[src/rtl/sad_addr_seq_if.sv]
// Handshake bundle between the SAD controller (master) and the address sequencer (slave).
// A beat transfers on a rising edge where valid && ready; valid never depends on ready and a beat holds until accepted.
interface sad_addr_seq_if #(
    parameter int ADDR_W = 9,
    parameter int STEP   = 1
);
    localparam int LANE_W = $clog2(STEP) + 1;

    logic              start;
    logic [ADDR_W-1:0] len;
    logic              ready;
    logic [ADDR_W-1:0] AB_addr;
    logic              valid;
    logic              comp;
    logic              first;
    logic              last;
    logic [LANE_W-1:0] beat_lanes;
    logic              busy;
    logic              done;
    logic [1:0]        state_dbg;

    modport master (
        output start, len, ready,
        input  AB_addr, valid, comp, first, last, beat_lanes, busy, done, state_dbg
    );

    modport slave (
        input  start, len, ready,
        output AB_addr, valid, comp, first, last, beat_lanes, busy, done, state_dbg
    );
endinterface

[src/rtl/sad_addr_seq.sv]
// Address sequencer for the SAD datapath: sweeps A/B memory addresses 0..len-1, STEP per beat.
// All outputs derive from the state, address and length registers only.
module sad_addr_seq #(
    parameter int ADDR_W  = 9,
    parameter int MAX_LEN = 256,
    parameter int STEP    = 1
) (
    input logic          clk,
    input logic          rst,
    sad_addr_seq_if.slave bus
);
    localparam int LANE_W = $clog2(STEP) + 1;

    typedef enum logic [1:0] {
        IDLE = 2'd0,
        RUN  = 2'd1,
        DONE = 2'd2
    } state_t;

    state_t            state_q, state_d;
    logic [ADDR_W-1:0] addr_q;
    logic [ADDR_W-1:0] len_q;
    logic [ADDR_W:0]   addr_sum;
    logic              run_valid;
    logic              last_beat;
    logic              accept;
    logic              launch;
    logic [ADDR_W-1:0] len_clamped;

    // One extra bit on the sum so addr + STEP cannot wrap past len_q.
    assign addr_sum    = {1'b0, addr_q} + (ADDR_W+1)'(STEP);
    assign run_valid   = (state_q == RUN);
    assign last_beat   = run_valid && (addr_sum >= {1'b0, len_q});
    assign accept      = run_valid && bus.ready;
    assign launch      = (state_q == IDLE) && bus.start;
    assign len_clamped = (bus.len > ADDR_W'(MAX_LEN)) ? ADDR_W'(MAX_LEN) : bus.len;

    always_ff @(posedge clk) begin
        if (rst) begin
            state_q <= IDLE;
        end else begin
            state_q <= state_d;
        end
    end

    always_comb begin
        state_d = state_q;
        case (state_q)
            IDLE: begin
                if (bus.start) begin
                    state_d = (bus.len == '0) ? DONE : RUN;
                end
            end
            RUN: begin
                if (accept && last_beat) begin
                    state_d = DONE;
                end
            end
            DONE:    state_d = IDLE;
            default: state_d = IDLE;
        endcase
    end

    always_ff @(posedge clk) begin
        if (rst) begin
            addr_q <= '0;
            len_q  <= '0;
        end else if (launch) begin
            addr_q <= '0;
            len_q  <= len_clamped;
        end else if (accept && !last_beat) begin
            addr_q <= addr_sum[ADDR_W-1:0];
        end
    end

    assign bus.AB_addr    = addr_q;
    assign bus.valid      = run_valid;
    assign bus.comp       = run_valid && (addr_q < len_q);
    assign bus.first      = run_valid && (addr_q == '0);
    assign bus.last       = last_beat;
    assign bus.beat_lanes = !run_valid ? '0 :
                            last_beat  ? LANE_W'(len_q - addr_q) : LANE_W'(STEP);
    assign bus.busy       = (state_q != IDLE);
    assign bus.done       = (state_q == DONE);
    assign bus.state_dbg  = state_q;
endmodule

[src/flat_wrapper.sv]
// flat-port wrapper written by rule: the top's interface ports become plain ports
module sad_addr_seq_flat 
#(
    parameter int ADDR_W  = 9,
    parameter int MAX_LEN = 256,
    parameter int STEP    = 1
)
  (clk, rst, bus_start, bus_len, bus_ready, bus_AB_addr, bus_valid, bus_comp, bus_first, bus_last, bus_beat_lanes, bus_busy, bus_done, bus_state_dbg);
  sad_addr_seq_if #(.ADDR_W(ADDR_W), .STEP(STEP)) bus_i ();
  input logic clk;
  input logic rst;
  input wire logic [$bits(bus_i.start)-1:0] bus_start;
  input wire logic [$bits(bus_i.len)-1:0] bus_len;
  input wire logic [$bits(bus_i.ready)-1:0] bus_ready;
  output wire logic [$bits(bus_i.AB_addr)-1:0] bus_AB_addr;
  output wire logic [$bits(bus_i.valid)-1:0] bus_valid;
  output wire logic [$bits(bus_i.comp)-1:0] bus_comp;
  output wire logic [$bits(bus_i.first)-1:0] bus_first;
  output wire logic [$bits(bus_i.last)-1:0] bus_last;
  output wire logic [$bits(bus_i.beat_lanes)-1:0] bus_beat_lanes;
  output wire logic [$bits(bus_i.busy)-1:0] bus_busy;
  output wire logic [$bits(bus_i.done)-1:0] bus_done;
  output wire logic [$bits(bus_i.state_dbg)-1:0] bus_state_dbg;
  assign bus_i.start = bus_start;
  assign bus_i.len = bus_len;
  assign bus_i.ready = bus_ready;
  assign bus_AB_addr = bus_i.AB_addr;
  assign bus_valid = bus_i.valid;
  assign bus_comp = bus_i.comp;
  assign bus_first = bus_i.first;
  assign bus_last = bus_i.last;
  assign bus_beat_lanes = bus_i.beat_lanes;
  assign bus_busy = bus_i.busy;
  assign bus_done = bus_i.done;
  assign bus_state_dbg = bus_i.state_dbg;
  sad_addr_seq #(.ADDR_W(ADDR_W), .MAX_LEN(MAX_LEN), .STEP(STEP)) u_core (.clk(clk), .rst(rst), .bus(bus_i));
endmodule
[config.mk]
export PLATFORM = sky130hd
export DESIGN_NAME = sad_addr_seq_flat
export DESIGN_NICKNAME = d
export VERILOG_FILES = /design/src/rtl/sad_addr_seq_if.sv /design/src/rtl/sad_addr_seq.sv /design/src/flat_wrapper.sv
export SDC_FILE = /design/constraint.sdc
export NUM_CORES = 1
export LEC_CHECK = 0
export BUFFER_PORTS_ARGS = -buffer_cell sky130_fd_sc_hd__buf_2
export CAP_MARGIN = 20
export CORE_MARGIN = 4
export CORE_UTILIZATION = 52
export CTS_CLUSTER_SIZE = 24
export DETAILED_ROUTE_END_ITERATION = 6
export PLACE_DENSITY = 0.77
export SLEW_MARGIN = 15
export SYNTH_ARGS = -nofsm -noshare
export SYNTH_HDL_FRONTEND = slang
export SYNTH_SLANG_ARGS = --single-unit
[constraint.sdc]
create_clock -name clk -period 4.15 [get_ports clk]
set_clock_uncertainty 0.05 [all_clocks]
set_input_delay 0.415 -clock clk [delete_from_list [all_inputs] [get_ports clk]]
set_output_delay 0.415 -clock clk [all_outputs]
set_load 0.02 [all_outputs]
==> results of run 1 <==
[state kept, by name, indices dropped and copies added (netlist names)]
register	flops
u_core.bus.state_dbg	2
u_core.len_q	9
u_core.bus.AB_addr	9
[worst register-to-register path, stage by stage (launching register included)]
cell and delay [ns]:
dfxtp_1 0.49, ha_1 0.31, nand3_1 0.15, nor2_1 0.28, and3_1 0.23, xor2_1 0.17
ha_1 0.29, a21o_1 0.22, or4_1 0.54, or4_1 0.42, nand2_1 0.08
[Yosys cell counts, drive strengths merged, types with 3 or more instances]
master  number
dfxtp       20
nor3         3
xnor2        3
mux2i        5
o211ai       3
nand2b       3
a21o         3
inv         12
a21oi        9
or3          4
nand4        3
nand3        8
ha          20
xor2         4
nor2         8
nand3b       3
or4          5
clkbuf       4
nor4         3
nand2       27
o21ai        7
[cells by family after synthesis]
| logic type | count (synthesis) | share of synthesized area, % |
|---|---|---|
| xor+xnor | 7 | 4.21 |
| simple gates | 78 | 27.8 |
| fa+ha+maj | 20 | 17.2 |
| buf+inv | 17 | 4.47 |
| compound gates | 34 | 15.4 |
| mux | 5 | 3.44 |
| flops | 20 | 27.5 |
[how the worst max path moves through the flow]
stage,from,to,slack (ns),cells past startpoint
2_1_floorplan,u_core.bus.AB_addr[1],bus_beat_lanes,1.16,9
3_3_place_gp,u_core.bus.AB_addr[0],u_core.bus.AB_addr[3],1.06,10
3_5_place_dp,u_core.bus.AB_addr[0],u_core.bus.AB_addr[3],0.93,10
4_1_cts,u_core.bus.AB_addr[0],bus_last,0.67,10
5_1_grt,u_core.bus.AB_addr[1],bus_last,0.43,10
6_report,u_core.bus.AB_addr[0],bus_last,0.62,10
[power breakdown]
group          switching (W)  internal [W]  total (W)
clock              0.0000678     0.0000537   0.000122
combinational      0.0000730     0.0000387   0.000112
sequential        0.00000460      0.000198   0.000203
total               0.000145      0.000291   0.000436
[per-stage QoR]
stage          hold slack, ns  util (%)  setup slack, ns
2_1_floorplan           0.382         -             1.16
3_3_place_gp            0.395      63.3             1.06
3_5_place_dp            0.395      63.3            0.931
4_1_cts                 0.251      64.7            0.665
5_1_grt                 0.276      64.9            0.434
6_report                0.252      64.9            0.619
[metal layers]
layer  GRT usage (%)  part of all wire, %  vias to the layer above
met2            39.2                   46                       80
li1                -                    -                      717
met3            5.32                  8.3                       14
met4            9.91                  3.0                        0
met5               0                    0                        -
met1            30.5                   42                      687
[layout make-up]
type / instances / area share, %
multi-input cells: 144 / 59.8
flip-flops and latches: 20 / 24.0
repair buffers: 30 / 9.02
inverters: 12 / 2.70
well taps: 30 / 2.25
clock buffers: 4 / 2.18
==> metrics.md, run 1 <==
| Metric | Value |
|---|---|
| Area of the multi-input gates | `996 um2` |
| Die H | `60.9 um` |
| Buffers on Ports | `30` |
| DP HPWL | `3.11 mm` |
| Post-DP Area | `0.00162 mm2` |
| Setup TNS | `0 ns` |
| CP max-delay cell | `dfxtp_1` |
| Initial DRC Count | `84` |
| Yosys top cell by area | `dfxtp_1` |
| Dpl cells | `236` |
| Routed WL per cell | `16.4 um` |
| Slowest stage delay, CP | `0.49 ns` |
| Worst-path fanout max | `7` |
| Setup violators final | `0` |
| Clock-pin slew on the worst setup and hold paths | `0.12 ns` |
| CTS tree | `built` |
| Slew @ Worst Pin | `0.868 ns` |
| CP top delay family | `simple AND/OR/NAND/NOR gates` |
| R2R depth | `10` |
| NumNets Final | `244` |
| Max Cap Violations | `0` |
| Clk root buf | `clkbuf_4` |
| CP endpoint kind | `primary output` |
| Post-CTS Setup Bufs | `0` |
| Row Count | `18` |
| Period utilization | `85.1%` |
| Synth unique cells | `39` |
| Layout Cells excl Fill | `240` |
| Slew HR | `41.9%` |
| Initial Utilization | `56.7%` |
| Startpoint Class | `register` |
| Setup Crit Path Kind | `register to primary output` |
| CTS sink count | `20` |
| Minimum clock period | `3.53 ns` |
| Vias | `1498` |
| Synth Instances | `181` |
| Worst Hold Class | `input pin to register` |
| Flop2flop setup slack | `0.86 ns` |
| Cts hold-fix bufs | `0` |
| P_leak | `0.814 nW` |
| FF-to-FF Start | `u_core.bus.AB_addr[0]` |
| Seq cells post-synth | `20` |
| Ant diodes | `0` |
| Post-route ant nets | `0` |
| RSZ-0062 raised after global routing | `no` |
| WHS Endpoint | `u_core.len_q[5]` |
| Status | `finished clean` |
| Initial antenna violation count | `0` |
| Reg2Reg Capture Point | `u_core.bus.AB_addr[3]` |
| Ys Warns | `0` |
| CP bufs+invs | `1` |
| Sequential cell area fraction in the yosys report | `27.5%` |
| Register area | `400 um2` |
| CTS H-tree depth | `1` |
| Largest net degree at the start of global routing | `13` |
| CTS Buffer Depth | `2` |
| Yosys top cell area share | `27.5%` |
| Global router's overall resource usage | `24.0%` |
| Vias per std cell | `6.24` |
| Area Growth Syn to Fin | `14.3%` |
| Commonest non-fill, non-tap cell in the layout | `buf_2` |
| Worst VDD drop | `0.222 mV` |
| Hold path depth | `3` |
| Area of the mapped netlist | `0.00146 mm2` |
| Total gr overflow | `0` |
| Fmax | `283 MHz` |
| Post-synth top flop | `dfxtp_1` |
| Global-route wire length before repair | `6.71 mm` |
| Final Hold Fails | `0` |
| Total CTS buffers | `3` |
| Synthesized area per cell | `8.05 um2` |
| Ports | `31` |
| Routability-driven placement congestion ratio | `1.04` |
| Post-CTS Resized | `0` |
| Die X-Extent | `60.9 um` |
| Die ar. | `0.00371 mm2` |
| Number of flops mapped to enable cells by yosys | `0` |
| Worst Path Arrival | `3.07 ns` |
| Latest clock arrival within the worst-skew pair | `0.32 ns` |
| # DRC | `0` |
| Hold path startpoint | `bus_len[5]` |
| Power density cells | `262 mW/mm2` |
| Number of detailed-route iterations in the first pass | `4` |
| Area of the core | `0.00257 mm2` |
| Most frequent cells in the layout | `buf_2 (30), nand2_1 (27), ha_1 (20), dfxtp_1 (20), inv_1 (12)` |
| Number of global-route vias before repair | `1426` |
| Share of layout cells above drive strength 1 | `17.6%` |
| CP Cell Sequence | `ha_1 -> nand3_1 -> nor2_1 -> and3_1 -> xor2_1 -> ha_1 -> o2111a_1 -> nor3_1 -> nor2_1 -> buf_2` |
| Required @ worst endpoint | `3.68 ns` |
| Overall power | `0.000436 W` |
| Final WL | `3.95 mm` |
| Synth area leaders | `dfxtp_1 (27%), ha_1 (17%), nand2_1 (7.0%)` |
| Async SR Flop Fraction | `0%` |
| Syn Nets | `214` |
| Design area | `0.00167 mm2` |
| Final Max Tran Viols | `0` |
| Fill cell count | `233` |
(Power assumes the default switching activity.)
==> run 2, diff against run 1 <==
CTS_CLUSTER_DIAMETER = 50   (was not set)
PLACE_DENSITY = 0.75   (was 0.77)
==> metrics.md, run 2 (synthesis gave the netlist of run 1 again) <==
| Metric | Value |
|---|---|
| Status | `finished clean` |
| Vias per std cell | `6.02 (-3.5%)` |
| Most frequent cells in the layout | `buf_2 (30), nand2_1 (27), ha_1 (20), dfxtp_1 (20), inv_1 (12)` |
| Number of detailed-route iterations in the first pass | `4 (unchanged)` |
| # DRC | `0 (unchanged)` |
| Total CTS buffers | `3 (unchanged)` |
| Largest net degree at the start of global routing | `13 (unchanged)` |
| Setup ws final | `0.565 ns (-0.0535 ns)` |
| Slew @ Worst Pin | `0.811 ns (-0.0573 ns)` |
| DP HPWL | `3.05 mm (-1.9%)` |
| Row Count | `18 (unchanged)` |
| Routability-driven placement congestion ratio | `0.946 (-9.2%)` |
| Vias | `1452 (-3.1%)` |
| Worst Hold Class | `input pin to register` |
| Die X-Extent | `60.9 um (unchanged)` |
| Number of global-route vias before repair | `1427 (+0.070%)` |
| Period utilization | `86.4% (+1.3 points)` |
| Initial DRC Count | `90 (+7.1%)` |
| Buffers on Ports | `30 (unchanged)` |
| Required @ worst endpoint | `3.68 ns (about the same)` |
| Cts hold-fix bufs | `0 (unchanged)` |
| Area of the core | `0.00257 mm2 (unchanged)` |
| Die ar. | `0.00371 mm2 (unchanged)` |
| Initial antenna violation count | `0 (unchanged)` |
| P_leak | `0.816 nW (+0.23%)` |
| Post-DP Area | `0.00163 mm2 (+0.46%)` |
| Minimum clock period | `3.58 ns (+0.0535 ns)` |
| Setup Crit Path Kind | `register to primary output` |
| Final Max Tran Viols | `0 (unchanged)` |
| RSZ-0062 raised after global routing | `no` |
| CTS tree | `built` |
| CP endpoint kind | `primary output` |
| Startpoint Class | `register` |
| Design area | `0.00167 mm2 (+0.15%)` |
| CTS sink count | `20 (unchanged)` |
| Final WL | `3.79 mm (-3.9%)` |
| Worst-path fanout max | `7 (unchanged)` |
| Area Growth Syn to Fin | `14.5%` |
| CTS Buffer Depth | `2 (unchanged)` |
| Share of layout cells above drive strength 1 | `17.5% (-0.084 points)` |
| Setup violators final | `0 (unchanged)` |
| Global-route wire length before repair | `6.33 mm (-5.5%)` |
| Routed WL per cell | `15.7 um (-4.3%)` |
| NumNets Final | `245 (+0.41%)` |
| Fmax | `279 MHz (-1.5%)` |
| Total gr overflow | `0 (unchanged)` |
| Final Hold Fails | `0 (unchanged)` |
| Max Cap Violations | `0 (unchanged)` |
| Global router's overall resource usage | `22.9% (-1.1 points)` |
| Post-CTS Setup Bufs | `0 (unchanged)` |
| Setup TNS | `0 ns (unchanged)` |
| Latest clock arrival within the worst-skew pair | `0.31 ns (about the same)` |
| Worst Path Arrival | `3.12 ns (+0.05 ns)` |
| Overall power | `0.000435 W (-0.22%)` |
| CTS H-tree depth | `1 (unchanged)` |
| Initial Utilization | `56.7% (unchanged)` |
| Ant diodes | `0 (unchanged)` |
| Ports | `31 (unchanged)` |
| Die H | `60.9 um (unchanged)` |
| Slew HR | `45.7% (+3.8 points)` |
| Clk root buf | `clkbuf_4` |
| Clock-pin slew on the worst setup and hold paths | `0.12 ns (about the same)` |
| Post-route ant nets | `0 (unchanged)` |
| Post-CTS Resized | `0 (unchanged)` |
| Commonest non-fill, non-tap cell in the layout | `buf_2` |
| WHS | `0.260 ns (+0.00757 ns)` |
| Power density cells | `261 mW/mm2 (-0.37%)` |
| Pre-CTS setup slack | `0.923 ns (-0.00829 ns)` |
| Worst VDD drop | `0.206 mV (-7.2%)` |
-- run 2: final timing paths --
kind                          from                     to  slack (ns)  depth (start not counted)
max reg2reg  u_core.bus.AB_addr[0]  u_core.bus.AB_addr[3]        0.86                         10
max          u_core.bus.AB_addr[0]               bus_last        0.57                         10
min reg2reg        u_core.len_q[1]        u_core.len_q[1]        0.43                          2
min                     bus_len[5]        u_core.len_q[5]        0.26                          3
-- run 2: cell type report --
type	count	area, um2
well taps	30	37.5
flip-flops and latches	20	400
inverters	12	45.0
repair buffers	31	158
multi-input cells	144	991
fillers	234	900
clock buffers	4	36.3
-- run 2: per-layer routing --
layer	vias up	GRT usage (%)	routed length, um
met1	681	28.6	1670
met2	49	39.5	1860
li1	716	-	-
met4	0	6.81	40
met5	-	0	0
met3	6	4.68	219
-- run 2: power breakdown --
group | leakage [nW] | switching [W] | internal, W | total, W
clock network | 0.0210 | 0.0000674 | 0.0000536 | 0.000121
registers | 0.162 | 0.00000424 | 0.000198 | 0.000203
logic | 0.633 | 0.0000720 | 0.0000395 | 0.000112
-- run 2: critical path, cell delays in order, from the launching register on --
cell      delay [ns]
dfxtp_1         0.50
ha_1            0.30
nand3_1         0.16
nor2_1          0.28
and3_1          0.24
xor2_1          0.17
ha_1            0.29
o2111a_1        0.26
nor3_1          0.35
nor2_1          0.08
buf_2           0.17
-- run 2: through the flow --
stage                     cells  util (%)
after CTS                   241      65.0
after global placement      237      63.5
final                       241      65.0
after global routing        241      65.0
after detailed placement    237      63.5
after floorplan             181         -
==> run 3, diff against run 2 <==
CORE_MARGIN = not set   (was 4)
==> metrics.md, run 3 (synthesis gave the netlist of run 1 again) <==
| Metric | Value |
|---|---|
| Status | `finished clean` |
| R2R depth | `10 (unchanged)` |
| Ports | `31 (unchanged)` |
| Share of layout cells above drive strength 1 | `17.1% (-0.39 points)` |
| Max Cap Violations | `0 (unchanged)` |
| Initial DRC Count | `38 (-58%)` |
| Vias per std cell | `6.11 (+1.5%)` |
| Latest clock arrival within the worst-skew pair | `0.31 ns (about the same)` |
| Post-route ant nets | `0 (unchanged)` |
| Worst Path Arrival | `3.14 ns (+0.02 ns)` |
| Total gr overflow | `0 (unchanged)` |
| CTS tree | `built` |
| Post-DP Area | `0.00163 mm2 (unchanged)` |
| CP max-delay cell | `dfxtp_1` |
| NumNets Final | `245 (unchanged)` |
| Vias | `1467 (+1.0%)` |
| Die X-Extent | `54.9 um (-9.8%)` |
| CP bufs+invs | `1 (unchanged)` |
| Required @ worst endpoint | `3.68 ns (about the same)` |
| Setup violators final | `0 (unchanged)` |
| Period utilization | `87.0% (+0.61 points)` |
| Final Hold Fails | `0 (unchanged)` |
| Worst VDD drop | `0.197 mV (-4.7%)` |
| Slew HR | `46.7% (+0.96 points)` |
| RSZ-0062 raised after global routing | `no` |
| P_leak | `0.809 nW (-0.88%)` |
| Global-route wire length before repair | `5.90 mm (-6.9%)` |
| Slew @ Worst Pin | `0.796 ns (-0.0144 ns)` |
| FF-to-FF Start | `u_core.bus.AB_addr[0]` |
| Die H | `54.9 um (-9.8%)` |
| Final WL | `3.64 mm (-4.0%)` |
| CTS sink count | `20 (unchanged)` |
| Startpoint Class | `register` |
| CTS Buffer Depth | `2 (unchanged)` |
| Row Count | `18 (unchanged)` |
| CP Cell Sequence | `ha_1 -> nand3_1 -> nor2_1 -> and3_1 -> xor2_1 -> ha_1 -> o2111a_1 -> nor3_1 -> nor2_1 -> buf_2` |
| Worst Hold Class | `input pin to register` |
| Setup ws final | `0.540 ns (-0.0255 ns)` |
| Power density cells | `248 mW/mm2 (-5.1%)` |
| Number of detailed-route iterations in the first pass | `4 (unchanged)` |
| Setup Crit Path Kind | `register to primary output` |
| Utilization after layout | `64.4% (-0.54 points)` |
| CP endpoint kind | `primary output` |
| Reg2Reg Capture Point | `u_core.bus.AB_addr[4]` |
| Slowest stage delay, CP | `0.50 ns (about the same)` |
| Clock-pin slew on the worst setup and hold paths | `0.11 ns (about the same)` |
| Largest net degree at the start of global routing | `13 (unchanged)` |
| Layout Cells excl Fill | `240 (-0.41%)` |
| DP HPWL | `2.94 mm (-3.4%)` |
| Initial antenna violation count | `0 (unchanged)` |
| Routed WL per cell | `15.2 um (-3.6%)` |
| Area of the core | `0.00257 mm2 (unchanged)` |
| Area Growth Syn to Fin | `13.6%` |
| Critical path endpoint | `bus_last` |
| Post-CTS Resized | `0 (unchanged)` |
| Cts hold-fix bufs | `0 (unchanged)` |
| Minimum clock period | `3.61 ns (+0.0255 ns)` |
| Routability-driven placement congestion ratio | `1.02 (+7.7%)` |
| Die ar. | `0.00302 mm2 (-19%)` |
| Final Max Tran Viols | `0 (unchanged)` |
| Flop2flop setup slack | `0.83 ns (-0.03 ns)` |
| Total CTS buffers | `3 (unchanged)` |
| Number of global-route vias before repair | `1326 (-7.1%)` |
| Buffers on Ports | `30 (unchanged)` |
| Worst-path fanout max | `7 (unchanged)` |
| Commonest non-fill, non-tap cell in the layout | `buf_2` |
| Crit path depth | `10 (unchanged)` |
| Design area | `0.00165 mm2 (-0.83%)` |
| Fmax | `277 MHz (-0.71%)` |
| Ant diodes | `0 (unchanged)` |
| Global router's overall resource usage | `27.3% (+4.4 points)` |
| Setup TNS | `0 ns (unchanged)` |
| CP top delay family | `simple AND/OR/NAND/NOR gates` |
| CP startpoint | `u_core.bus.AB_addr[0]` |
| Clk root buf | `clkbuf_4` |
| Dpl cells | `237 (unchanged)` |
| # DRC | `0 (unchanged)` |
| Most frequent cells in the layout | `buf_2 (30), nand2_1 (27), ha_1 (20), dfxtp_1 (20), inv_1 (12)` |
| Initial Utilization | `56.7% (unchanged)` |
| Post-CTS Setup Bufs | `0 (unchanged)` |
| Pre-CTS setup slack | `0.950 ns (+0.0277 ns)` |
| CTS H-tree depth | `1 (unchanged)` |
## run 3: area by class of cell
type	count	area, um2
fill	247	913
timing repair buffer	31	158
sequential	20	400
inverter	12	45.0
clock buffer	3	22.5
tap	30	37.5
multi-input combinational	144	991
## run 3: through the flow
stage / hold slack (ns) / total power, W
floorplan: 0.382 / 0.000281
global route: 0.281 / 0.000428
detailed placement: 0.393 / 0.000317
finish: 0.263 / 0.000410
global placement: 0.395 / 0.000313
CTS: 0.259 / 0.000409
## run 3: worst min path at each step
stage,startpoint,end,cells past startpoint
after floorplan,u_core.len_q[1],u_core.len_q[1],2
after global placement,u_core.len_q[2],u_core.len_q[2],2
after detailed placement,u_core.len_q[1],u_core.len_q[1],2
after CTS,bus_len[5],u_core.len_q[5],3
after global routing,bus_ready,u_core.bus.state_dbg[0],2
final,bus_len[5],u_core.len_q[5],3
## run 3: routing by layer
layer	global-route usage, %	vias up	wire (um)
li1	-	713	-
met1	34.5	689	1590
met2	48.0	58	1750
met3	2.73	7	232
met4	9.17	0	62
met5	0	-	0
## run 3: tightest hold or removal path: cells and delay by family
family | cells | cell delay, ns
AO/OA/AOI/OAI | 1 | 0.05
AND/OR/NAND/NOR | 1 | 0.04
buffers and inverters | 1 | 0.08
## run 3: report_power, final
| part | switching (W) | total, W | leakage, nW | internal (W) |
|---|---|---|---|---|
| clock | 0.0000615 | 0.0000955 | 0.0138 | 0.0000340 |
| sequential | 0.00000426 | 0.000203 | 0.162 | 0.000198 |
| combinational | 0.0000719 | 0.000111 | 0.633 | 0.0000396 |
| total | 0.000138 | 0.000410 | 0.809 | 0.000272 |
